## src/rtl/door_pkg.sv

```systemverilog
// Shared types and constants for the door access controller.
//   state_e      : controller states
//   KEY_CLEAR    : keypad code for clear
//   KEY_ENTER    : keypad code for enter
//   NUM_USERS    : comparator user slots (one-hot cmp_sw width)
//   timer_width  : bits needed to hold a cycle count
package door_pkg;

  typedef enum logic [2:0] {
    ST_IDLE,
    ST_ENTRY,
    ST_CHECK,
    ST_UNLOCKED,
    ST_DENIED,
    ST_LOCKED
  } state_e;

  localparam logic [3:0] KEY_CLEAR = 4'd10;
  localparam logic [3:0] KEY_ENTER = 4'd11;

  localparam int unsigned NUM_USERS = 10;

  // +1 so a power-of-two load value still fits in the counter
  function automatic int unsigned timer_width(input int unsigned max_cycles);
    return (max_cycles < 2) ? 1 : $clog2(max_cycles + 1);
  endfunction

endpackage

```

## src/rtl/door_hold_timer.sv

```systemverilog
// Loadable down-counter shared by the unlock, deny and lockout holds.
//   clk_i      : clock
//   reset_i    : synchronous active-high reset
//   load_i     : load value_i this cycle
//   value_i    : cycle count to load
//   done_o     : registered, high while the count sits at 1
module door_hold_timer #(
  parameter int unsigned W = 8
) (
  input  logic         clk_i,
  input  logic         reset_i,
  input  logic         load_i,
  input  logic [W-1:0] value_i,
  output logic         done_o
);

  logic [W-1:0] cnt_q, cnt_d;
  logic         done_q;

  // Next count: load wins, otherwise count down and hold at zero
  always_comb begin
    cnt_d = cnt_q;
    if (load_i) begin
      cnt_d = value_i;
    end else if (cnt_q != '0) begin
      cnt_d = cnt_q - W'(1);
    end
  end

  // done is precomputed so it is a flop output aligned with cnt_q == 1
  always_ff @(posedge clk_i) begin
    if (reset_i) begin
      cnt_q  <= '0;
      done_q <= 1'b0;
    end else begin
      cnt_q  <= cnt_d;
      done_q <= (cnt_d == W'(1));
    end
  end

  assign done_o = done_q;

endmodule

```

## src/rtl/door_access_controller.sv

```systemverilog
// PIN entry sequencer: collects four digits, samples the comparator verdict,
// and drives unlock / deny / lockout with a shared hold timer.
//   clk, reset         : clock, synchronous active-high reset
//   key_valid/key_code : keypad strobe and code (0..9 digit, 10 clear, 11 enter)
//   cmp_success/cmp_sw : comparator overall match and per-user one-hot match
//   digit4..digit1     : entered digits, first-entered in digit4
//   digit_count        : digits entered so far
//   unlock, user_id    : door release and granted user (1..10, 0 = none)
//   deny, lockout      : failure indication and keypad lockout
//   fail_count         : consecutive failed attempts
module door_access_controller
  import door_pkg::*;
#(
  parameter int unsigned UNLOCK_CYCLES  = 250_000_000,
  parameter int unsigned LOCKOUT_CYCLES = 1_500_000_000,
  parameter int unsigned DENY_CYCLES    = 50_000_000,
  parameter int unsigned MAX_FAILS      = 3
) (
  input  logic       clk,
  input  logic       reset,
  input  logic       key_valid,
  input  logic [3:0] key_code,
  input  logic       cmp_success,
  input  logic [9:0] cmp_sw,
  output logic [3:0] digit4,
  output logic [3:0] digit3,
  output logic [3:0] digit2,
  output logic [3:0] digit1,
  output logic [2:0] digit_count,
  output logic       unlock,
  output logic [3:0] user_id,
  output logic       deny,
  output logic       lockout,
  output logic [2:0] fail_count
);

  localparam int unsigned MAX_A   = (UNLOCK_CYCLES > DENY_CYCLES) ? UNLOCK_CYCLES : DENY_CYCLES;
  localparam int unsigned MAX_CYC = (LOCKOUT_CYCLES > MAX_A) ? LOCKOUT_CYCLES : MAX_A;
  localparam int unsigned TW      = timer_width(MAX_CYC);

  state_e          state_q;
  logic            digit_key_c, clear_key_c, enter_key_c;
  logic            grant_c, fail_c, lock_c, load_c;
  logic [2:0]      fail_next_c;
  logic [3:0]      grant_user_c;
  logic [TW-1:0]   load_val_c;
  logic            timer_done;

  // Key decode, attempt outcome and timer load for the state being entered
  always_comb begin
    digit_key_c  = key_valid && (key_code < 4'd10);
    clear_key_c  = key_valid && (key_code == KEY_CLEAR);
    enter_key_c  = key_valid && (key_code == KEY_ENTER);
    fail_next_c  = fail_count + 3'd1;
    lock_c       = (fail_next_c == 3'(MAX_FAILS));
    grant_c      = (state_q == ST_CHECK) && cmp_success;
    fail_c       = ((state_q == ST_CHECK) && !cmp_success) ||
                   ((state_q == ST_ENTRY) && enter_key_c && (digit_count != 3'd4));
    load_c       = grant_c || fail_c;
    load_val_c   = grant_c ? TW'(UNLOCK_CYCLES) :
                   lock_c  ? TW'(LOCKOUT_CYCLES) : TW'(DENY_CYCLES);
    // Lowest set bit wins; an empty cmp_sw grants with user 0
    grant_user_c = 4'd0;
    for (int i = int'(NUM_USERS) - 1; i >= 0; i--) begin
      if (cmp_sw[4'(i)]) grant_user_c = 4'(i + 1);
    end
  end

  door_hold_timer #(.W(TW)) u_timer (
    .clk_i   (clk),
    .reset_i (reset),
    .load_i  (load_c),
    .value_i (load_val_c),
    .done_o  (timer_done)
  );

  // Controller FSM with registered outputs
  always_ff @(posedge clk) begin
    if (reset) begin
      state_q     <= ST_IDLE;
      digit4      <= 4'd0;
      digit3      <= 4'd0;
      digit2      <= 4'd0;
      digit1      <= 4'd0;
      digit_count <= 3'd0;
      unlock      <= 1'b0;
      user_id     <= 4'd0;
      deny        <= 1'b0;
      lockout     <= 1'b0;
      fail_count  <= 3'd0;
    end else begin
      // A finished or aborted attempt always discards the entered digits
      if (clear_key_c && state_q == ST_ENTRY || fail_c || grant_c) begin
        digit4      <= 4'd0;
        digit3      <= 4'd0;
        digit2      <= 4'd0;
        digit1      <= 4'd0;
        digit_count <= 3'd0;
      end else if (digit_key_c && digit_count != 3'd4 &&
                   (state_q == ST_IDLE || state_q == ST_ENTRY)) begin
        digit4      <= digit3;
        digit3      <= digit2;
        digit2      <= digit1;
        digit1      <= key_code;
        digit_count <= digit_count + 3'd1;
      end

      if (fail_c) begin
        fail_count <= fail_next_c;
        deny       <= 1'b1;
        lockout    <= lock_c;
      end

      unique case (state_q)
        ST_IDLE: begin
          if (digit_key_c) state_q <= ST_ENTRY;
        end
        ST_ENTRY: begin
          if (clear_key_c) begin
            state_q <= ST_IDLE;
          end else if (enter_key_c) begin
            if (digit_count == 3'd4) state_q <= ST_CHECK;
            else                     state_q <= lock_c ? ST_LOCKED : ST_DENIED;
          end
        end
        ST_CHECK: begin
          if (cmp_success) begin
            unlock     <= 1'b1;
            user_id    <= grant_user_c;
            fail_count <= 3'd0;
            state_q    <= ST_UNLOCKED;
          end else begin
            state_q <= lock_c ? ST_LOCKED : ST_DENIED;
          end
        end
        ST_UNLOCKED: begin
          if (timer_done) begin
            unlock  <= 1'b0;
            user_id <= 4'd0;
            state_q <= ST_IDLE;
          end
        end
        ST_DENIED: begin
          if (timer_done) begin
            deny    <= 1'b0;
            state_q <= ST_IDLE;
          end
        end
        ST_LOCKED: begin
          if (timer_done) begin
            deny       <= 1'b0;
            lockout    <= 1'b0;
            fail_count <= 3'd0;
            state_q    <= ST_IDLE;
          end
        end
        default: state_q <= ST_IDLE;
      endcase
    end
  end

endmodule
```

## config.mk

```make
export PLATFORM = sky130hd
export DESIGN_NAME = door_access_controller
export DESIGN_NICKNAME = d
export VERILOG_FILES = /design/src/rtl/door_pkg.sv /design/src/rtl/door_hold_timer.sv /design/src/rtl/door_access_controller.sv
export SDC_FILE = /design/constraint.sdc
export NUM_CORES = 1
export LEC_CHECK = 0
export ABC_AREA = 1
export ABC_CLOCK_PERIOD_IN_PS = 2700
export CORE_MARGIN = 2
export CORE_UTILIZATION = 60
export DETAILED_ROUTE_END_ITERATION = 16
export HOLD_SLACK_MARGIN = 0.03
export PLACE_DENSITY_LB_ADDON = 0.3
export SYNTH_ARGS = -nofsm -noshare
export SYNTH_HDL_FRONTEND = slang
export SYNTH_SLANG_ARGS = --single-unit
```

## constraint.sdc

```tcl
create_clock -name clk -period 2.7 [get_ports clk]
set_input_delay 0.54 -clock clk [delete_from_list [all_inputs] [get_ports clk]]
set_output_delay 0.54 -clock clk [all_outputs]
set_load 0.02 [all_outputs]
```

---- Word-level counts from Yosys, hierarchy flattened ----
Cells that the tools add are included.
Widths: inputs -> output; s select.
operators by class
  add/subtract/negate cells ............... 3
  order comparisons ....................... 1
  eq/ne operators ......................... 16
  mux-type cells .......................... 36
  reduce and logical (&&, ||, !) cells .... 24
operators with widths
  kind                   count
  $mux 31                4
  $mux 4                 10
  $eq 31x1->1 const B    1
  $reduce_bool 31->1     1
  $sub 31x1->31 const B  1
  $mux 3                 9
  $pmux 3 s4             1
  $logic_and 1x1->1      10
  $eq 3x2->1 const B     3
  $eq 3x3->1 const B     3
  $mux 1                 9
  $eq 4x4->1 const B     2
  $pmux 4 s2             1
  $add 3x1->3 const B    2
  $ne 3x3->1 const B     2
  $pmux 3 s2             1
  $reduce_and 3->1       2
  $logic_or 1x1->1       5
  $lt 4x4->1 const B     1
  $ne 2x1->1 const B     2
  $ne 2x2->1 const B     2
  $reduce_or 2->1        2
  $eq 3x1->1 const B     1
  $logic_not 3->1        1
  4 further kinds        4
storage, ports and cells
  register bits ........................... 64
  input port bits ......................... 18
  output and inout bits ................... 29
  logic and storage cells ................. 93

---- Logic depth before layout (Yosys ltp) ----
Gate-level depths: netlist of run 1.
  depth in word-level cells ............... 10
  mapped depth ............................ 16
  mapped depth without buffers ............ 16

---- Modules after synthesis ----
Synthesis of run 1 repeated with hierarchy kept, for this count alone.
second synthesis, totals
  cells, all modules ...................... 604
  area, all modules ....................... 3987.6 um2
by module, submodules not included
  module                  times used  cells an instance  area each (um2)  seq. area each (um2)
  door_hold_timer         1           406                2356.0           640.6
  door_access_controller  1           198                1631.6           640.6

---- Least setup slack after synthesis of run 1 ----
No wires, ideal clock.
  path kind ............................... reg2reg
  start point ............................. reg digit_count[0]
  end point ............................... reg u_timer.done_q, in the netlist u_timer.done_o
  library setup time ...................... 0.062 ns
  data arrival time ....................... 1.826 ns
  data required time ...................... 2.638 ns
  setup slack ............................. 0.812 ns
  stages on the path, launching flop included .. 16
  path buffers ............................ 2
  clock period less this slack ............ 1.888 ns
  path through ............................ dfxtp_1 > inv_1 > ha_1 > nand2_1 > inv_1 > nor2_2 > nand2_2 > nand2_4 > inv_2 > buf_6 > buf_6 > nand3_1 > nand3b_1 > nor2_1 > nand3_1 > nor2_2
on the way
  word-level cells in the longest chain between the ends .. 6
ends and longest elaborated chain
  what                    line                           text
  from (decl)             door_access_controller.sv:29   output logic [2:0] digit_count,
  from (signal assigned)  door_access_controller.sv:105  digit_count <= digit_count + 3'd1;
  $ne 3x3->1              door_access_controller.sv:58   ((state_q == ST_ENTRY) && enter_key_c && (digit_count != 3'd4));
  $logic_and 1x1->1       door_access_controller.sv:58
  $logic_or 1x1->1        door_access_controller.sv:57   fail_c = ((state_q == ST_CHECK) && !cmp_success) ||
  $logic_or 1x1->1        door_access_controller.sv:59   load_c = grant_c || fail_c;
  $mux 31                 door_hold_timer.sv:23          if (load_i) begin
  $eq 31x1->1             door_hold_timer.sv:37          done_q <= (cnt_d == W'(1));
  to (signal assigned)    door_hold_timer.sv:37
  to (decl)               door_hold_timer.sv:18          logic done_q;
No other way between the ends.
A chain may end at the register's enable or synchronous reset.

---- Worst setup path in the final report of run 1 ----
  start point ............................. in key_valid
  end point ............................... reg u_timer.done_q, in the netlist u_timer.done_o
on the way
  word-level cells in the longest chain between the ends .. 7
ends and longest elaborated chain
  what                            line                          text
  from (decl)                     door_access_controller.sv:21  input logic key_valid,
  $logic_and 1x1->1               door_access_controller.sv:53  enter_key_c = key_valid && (key_code == KEY_ENTER);
  $logic_and 1x1->1 (2 in a row)  door_access_controller.sv:58
  $logic_or 1x1->1                door_access_controller.sv:57
  $logic_or 1x1->1                door_access_controller.sv:59
  $mux 31                         door_hold_timer.sv:23
  $eq 31x1->1                     door_hold_timer.sv:37
No other way between the ends.

==> results.json, run 1 <==
{
  "yosysMostFrequentCell": "nand2_1",
  "dpl_cell_area_um2": 4290,
  "cts_max_path_buffers": 2,
  "die_h_um": 83.7,
  "endpoint_kind": "flip-flop",
  "power_density_nw_per_um2": 1260,
  "cts_tree": "done",
  "layout-drive-gt1-share_pct": 11.6,
  "fmaxAchievable_ghz": 0.433,
  "initial_utilization_pct": 61.0,
  "core_area_um2": 6240,
  "finalWeightedCongestion": 0.918,
  "first_global_vias": 3715,
  "cts_buffers": 9,
  "slew_headroom_pct": 49.5,
  "grt_max_degree": 30,
  "peakVddDrop_mv": 0.875,
  "grt-ovfl-total": 0,
  "n_antenna_cell": 0,
  "p_sw_mw": 2.77,
  "ys_types": 34,
  "finalMaxSlewViolations": 0,
  "ant_nets": 0,
  "clk_latency_ns": 0.36,
  "cts_setup_buffers": 0,
  "drt_pass1_iterations": 5,
  "cp_max_fo": 29,
  "wl_per_cell_um": 14.2,
  "crit_family": "simple AND/OR/NAND/NOR gates",
  "place_ws_ns": 0.0537,
  "fin_cells": 704,
  "rows": 29,
  "ys.flop_type": "dfxtp_1",
  "syn-cell-area_um2": 3810,
  "dpl.cell_count": 688,
  "synth_top_area_share_pct": 33.6,
  "async_flop_share_pct": 0,
  "crit_arrival_ns": 2.61,
  "maxCapViolCount": 0,
  "tightest_slew_ns": 0.758,
  "antenna_found_initial": 0,
  "vias": 3866,
  "fin_crit_sh_pct": 85.6,
  "synth_fp_nets": 599,
  "cts_sinks": 64,
  "clkTransAtPathRegs_ns": 0.08,
  "area_growth_pct": 19.7,
  "min_path_type": "reg2reg",
  "grt_pass1_wl_um": 16900,
  "pwr-share-clk_pct": 19.8,
  "portBuffers": 43,
  "final_util_pct": 73.1,
  "slowest_stage": "clkdlybuf4s50_1",
  "grt_usage_pct": 30.0,
  "worst_slack_ns": 0.389,
  "ios": 47,
  "rsz0062_at_grt": "false",
  "nNetsFinal": 646,
  "cp_num_buf_inv": 2,
  "die-area_um2": 7000,
  "outcome": "finished, final reports clean",
  "drcViolationCount": 0,
  "ys_warn_count": 0,
  "p_leak_nw": 2.06,
  "final-seq-area_um2": 1280,
  "cts_resized": 0,
  "synth_area_leaders": "dfxtp_1 34%, nand2_1 13%, nor2_1 9.2%",
  "ys_ff_latch": 64,
  "cts-hold-fix-buffers": 0,
  "synth_area_per_cell_um2": 6.62,
  "power.sequential.fraction_pct": 23.4,
  "final.min_clock_period_ns": 2.31,
  "comb_power_share_pct": 56.8,
  "ys_seq_area_share_pct": 33.6,
  "skew_ns": 0.00671,
  "wl_um": 10000,
  "fin_hold_ws_ns": 0.461,
  "cts_root_buf": "clkbuf_8",
  "worst_ep_required_time_ns": 2.99,
  "crit_type": "in2reg",
  "fill_cells": 518,
  "tns_ns": 0,
  "die_w_um": 83.7,
  "yosys.area.top_type": "dfxtp_1",
  "timing_hold_violations_final": 0,
  "drtIter0Drc": 269,
  "syn_inst": 575,
  "h-tree-depth": 3,
  "stdcell_area_um2": 4560,
  "dpl.hpwl_um": 7330,
  "multiInputGateArea_um2": 2190,
  "p_int_mw": 2.96,
  "ys_top_cells_by_count": "136 x nand2_1, 93 x nor2_1, 64 x dfxtp_1",
  "max_stage_delay_ns": 0.51,
  "swShare_pct": 48.3,
  "startpoint_type": "input port",
  "setup_violations": 0,
  "routed_via_density": 5.49,
  "power.total_mw": 5.74,
  "crit_chain": "clkdlybuf4s50_1 -> nand2_1 -> nor3_2 -> nand2_2 -> nand2_4 -> inv_2 -> nand3_1 -> nand2_1 -> nand3b_1 -> nor2_1 -> nand3_1 -> nor2_2",
  "synth_edf_count": 0
}
[logic make-up after synthesis]
logic type               Yosys count  share of synthesized area [%]
XOR/XNOR                          17                           3.91
AND/OR/NAND/NOR                  340                           41.6
flip-flops                        64                           33.6
buffers and inverters             78                           8.77
adder cells (fa/ha/maj)            6                           1.97
AO/OA/AOI/OAI                     70                           10.1
[state kept, by name, summed over array words and instances (netlist names)]
name,cells
u_timer.cnt_q,31
digit1,4
digit2,4
digit3,4
digit4,4
user_id,4
digit_count,3
fail_count,3
state_q,3
deny,1
lockout,1
u_timer.done_o,1
unlock,1
[per-layer routing]
metal	track usage, %	share of wire (%)	vias up	wire length, um
li1	-	-	1921	-
met1	36.1	41	1758	4150
met2	51.7	49	159	4920
met3	6.03	6.8	28	687
met4	12.9	2.7	0	274
met5	0	0	-	0
[worst reg2reg max path, cell delays in order, from the launching register on]
cell,delay [ns]
dfxtp_1,0.40
inv_1,0.06
ha_1,0.18
nand2_1,0.13
inv_1,0.08
nor2_2,0.11
nand2_2,0.07
nand2_4,0.10
inv_2,0.23
nand3_1,0.21
nand2_1,0.07
nand3b_1,0.15
nor2_1,0.15
nand3_1,0.11
nor2_2,0.13
[worst paths after layout]
path	from	endpoint	slack (ns)	cells past startpoint
worst max-delay path	key_valid	u_timer.done_o	0.39	12
worst min-delay path	digit4[1]	digit4[1]	0.46	2
worst max register to register	digit_count[0]	u_timer.done_o	0.46	14
worst min register to register	digit4[1]	digit4[1]	0.46	2
[layout make-up]
| class | instances | share of cell area [%] |
|---|---|---|
| multi-input combinational | 433 | 48.1 |
| inverter | 64 | 5.27 |
| sequential | 64 | 28.1 |
| tap | 77 | 2.11 |
| clock inverter | 7 | 3.13 |
| clock buffer | 9 | 2.72 |
| timing repair buffer | 50 | 10.6 |
[cell usage in the layout (no fill, tap or decap), types with 2 or more instances in the layout]
| cell type | count |
|---|---|
| a21oi_1 | 46 |
| xor2_1 | 10 |
| clkinv_1 | 4 |
| o211ai_1 | 2 |
| inv_2 | 8 |
| or2_2 | 3 |
| nand3_2 | 6 |
| a211oi_1 | 3 |
| clkbuf_8 | 9 |
| o21ai_2 | 2 |
| inv_1 | 52 |
| ha_1 | 6 |
| nand2_1 | 136 |
| bufinv_16 | 4 |
| xnor2_1 | 7 |
| nand2b_1 | 15 |
| nor2_4 | 6 |
| buf_4 | 7 |
| nand2_2 | 8 |
| nand2_4 | 3 |
| nand4_1 | 8 |
| nor2_1 | 93 |
| o21ai_0 | 14 |
| nor3_1 | 6 |
| nand3_1 | 40 |
| clkdlybuf4s50_1 | 43 |
| nor2_2 | 10 |
| nand3b_1 | 3 |
| dfxtp_1 | 64 |
[power by group through the flow]
| stage | combinational, mW | sequential [mW] | clock [mW] |
|---|---|---|---|
| final | 3.26 | 1.34 | 1.13 |
| after detailed placement | 3.19 | 1.35 | 0 |
| after global placement | 3.12 | 1.35 | 0 |
| after floorplan | 2.58 | 1.31 | 0 |
| after global routing | 3.66 | 1.36 | 1.17 |
| after CTS | 3.22 | 1.33 | 1.14 |
Power figures use the tool's default switching activity.
==> inputs of run 2 (changes only) <==
- CAP_MARGIN: not set -> 15
==> results of run 2 <==
No change in the layout: final DEF, timing and power equal those of run 1.
==> inputs of run 3 (changes only) <==
- CORE_UTILIZATION: 60 -> 61
- SYNTH_HIERARCHICAL: not set -> 1
==> run 3 against run 2 <==
Area after synthesis grew 4.7%. Worst setup slack got worse by 0.090 ns. Register-to-register slack worse by 0.16 ns. Critical endpoint is now u_timer/done_o. Largest cell class unchanged. Highest routed layer unchanged.
==> results.json, run 3 <==
{
  "reg2reg_depth": 14,
  "synth_top_area_share_pct": 32.1,
  "cts_tree": "done",
  "dpl_cell_area_um2": 4530,
  "power_density_nw_per_um2": 1010,
  "drt_pass1_iterations": 5,
  "ios": 47,
  "die_h_um": 84.9,
  "die_w_um": 84.9,
  "grt_usage_pct": 29.4,
  "crit_type": "reg2reg",
  "h-tree-depth": 3,
  "antenna_found_initial": 0,
  "cp_common_cell": "nor2_1",
  "n_antenna_cell": 0,
  "peakVddDrop_mv": 0.705,
  "rr_endpoint": "u_timer/done_o",
  "ys_ff_latch": 64,
  "worst_ep_required_time_ns": 2.99,
  "fmaxAchievable_ghz": 0.417,
  "ys_top_cells_by_count": "153 x nand2_1, 105 x nor2_1, 65 x inv_1",
  "holdPathEnd": "user_id[3]",
  "layout-drive-gt1-share_pct": 11.5,
  "clkTransAtPathRegs_ns": 0.07,
  "endpoint_kind": "flip-flop",
  "ys_types": 34,
  "multiInputGateArea_um2": 2390,
  "grt_max_degree": 29,
  "yosys.area.top_type": "dfxtp_1",
  "min_path_type": "reg2reg",
  "regToRegStartpoint": "u_timer/cnt_q[0]",
  "cp_num_buf_inv": 2,
  "holdCritStartpoint": "user_id[3]",
  "initial_utilization_pct": 62.8,
  "largest_reg_flops": 31,
  "grt_pass1_wl_um": 17100,
  "mostFrequentLayoutCells": "153 x nand2_1, 105 x nor2_1, 65 x inv_1",
  "stdcell_area_um2": 4730,
  "cts_resized": 0,
  "ff2ff_setup_slack_ns": 0.30,
  "crit_arrival_ns": 2.69,
  "yosysMostFrequentCell": "nand2_1",
  "finalMaxSlewViolations": 0,
  "ys_seq_area_share_pct": 32.1,
  "skew_ns": 0.00783,
  "layout_commonest_cell": "nand2_1",
  "setup_violations": 0,
  "portBuffers": 43,
  "crit_chain": "inv_1 -> ha_1 -> nand2_4 -> nor2_8 -> nand2_4 -> nor2_4 -> inv_2 -> nand3_1 -> o21ai_1 -> nor2_1 -> nand2_1 -> nor2_1 -> nand3_1 -> nor2_1",
  "vias": 3986,
  "max_stage_delay_ns": 0.38,
  "nNetsFinal": 687,
  "fill_cells": 490,
  "cts_setup_buffers": 0,
  "tns_ns": 0,
  "cts-hold-fix-buffers": 0,
  "final_util_pct": 74.5,
  "cp_max_fo": 20,
  "finalWeightedCongestion": 0.982,
  "p_leak_nw": 2.22,
  "syn_inst": 604,
  "rsz0062_at_grt": "false",
  "die-area_um2": 7200,
  "cts_root_buf": "clkbuf_8",
  "cts_max_path_buffers": 2,
  "synth_edf_count": 0,
  "clk_latency_ns": 0.36,
  "routed_via_density": 5.34,
  "slowest_stage": "ha_1",
  "drcViolationCount": 0,
  "final-seq-area_um2": 1280,
  "drtIter0Drc": 272,
  "synth_area_per_cell_um2": 6.60,
  "holdPathStages": 2,
  "crit_family": "simple AND/OR/NAND/NOR gates",
  "first_global_vias": 3916,
  "syn-cell-area_um2": 3990,
  "outcome": "finished, final reports clean",
  "fin_crit_sh_pct": 88.9,
  "timing_hold_violations_final": 0,
  "wl_per_cell_um": 13.4,
  "synth_area_leaders": "dfxtp_1 32%, nand2_1 14%, nor2_1 9.9%",
  "largest_register": "u_timer/cnt_q",
  "rows": 29,
  "grt-ovfl-total": 0,
  "final.min_clock_period_ns": 2.40,
  "startpoint_type": "flip-flop",
  "cts_sinks": 64,
  "maxCapViolCount": 0,
  "ys.flop_type": "dfxtp_1",
  "wl_um": 9990,
  "async_flop_share_pct": 0,
  "ys_warn_count": 6,
  "cts_buffers": 9,
  "area_growth_pct": 18.6,
  "dpl.hpwl_um": 7310,
  "ant_nets": 0,
  "core_area_um2": 6350
}
-- run 3: cell type report --
type	count	share of cell area, %
Multi-Input combinational cell	467	50.5
Inverter	68	5.40
Sequential cell	64	27.1
Clock buffer	10	2.70
Timing Repair Buffer	54	10.8
Tap cell	77	2.04
Clock inverter	6	1.45
-- run 3: per-stage QoR --
step	std cells	setup WS (ns)	hold slack (ns)	total power, mW
2_1_floorplan	614	0.617	0.486	3.36
3_3_place_gp	730	0.150	0.452	3.82
3_5_place_dp	730	0.0633	0.460	3.89
4_1_cts	746	0.351	0.473	4.76
5_1_grt	746	0.136	0.491	5.22
6_report	746	0.299	0.470	4.78
-- run 3: where the power goes --
part / internal (mW) / switching (mW) / total (mW) / leakage (nW)
Combinational: 0.926 / 1.76 / 2.68 / 1.61
Clock: 0.431 / 0.406 / 0.837 / 0.0968
Sequential: 1.10 / 0.152 / 1.26 / 0.520
-- run 3: tightest hold or removal path, cell delays in order, from the launching register on --
cell	delay (ns)
dfxtp_1	0.31
nand2_1	0.06
a21oi_1	0.05
-- run 3: worst max path at each step --
| stage | to | cells past startpoint | slack (ns) | from |
|---|---|---|---|---|
| 2_1_floorplan | u_timer/done_o | 15 | 0.62 | digit_count[0] |
| 3_3_place_gp | u_timer/done_o | 13 | 0.15 | key_code[1] |
| 3_5_place_dp | u_timer/done_o | 13 | 0.06 | key_code[1] |
| 4_1_cts | u_timer/done_o | 14 | 0.35 | u_timer/cnt_q[0] |
| 5_1_grt | u_timer/done_o | 14 | 0.14 | u_timer/cnt_q[0] |
| 6_report | u_timer/done_o | 14 | 0.30 | u_timer/cnt_q[0] |
-- run 3: logic make-up (layout without fill, tap and decap cells) --
group / Yosys count / after routing / share of synthesized area [%]
other cells: 2 / 12 / 0.188
compound gates: 57 / 57 / 8.06
mux: 16 / 16 / 4.02
fa+ha+maj: 5 / 5 / 1.57
flops: 64 / 64 / 32.1
buf+inv: 83 / 138 / 8.91
xor+xnor: 12 / 12 / 2.64
simple gates: 365 / 365 / 42.5
-- run 3: routing by layer --
metal  track usage (%)  up-vias  wire length, um
met5                 0        -                0
met3              7.49       39              520
met4              14.7        0              360
li1                  -     2004                -
met1              34.0     1817             4170
met2              50.6      126             4940
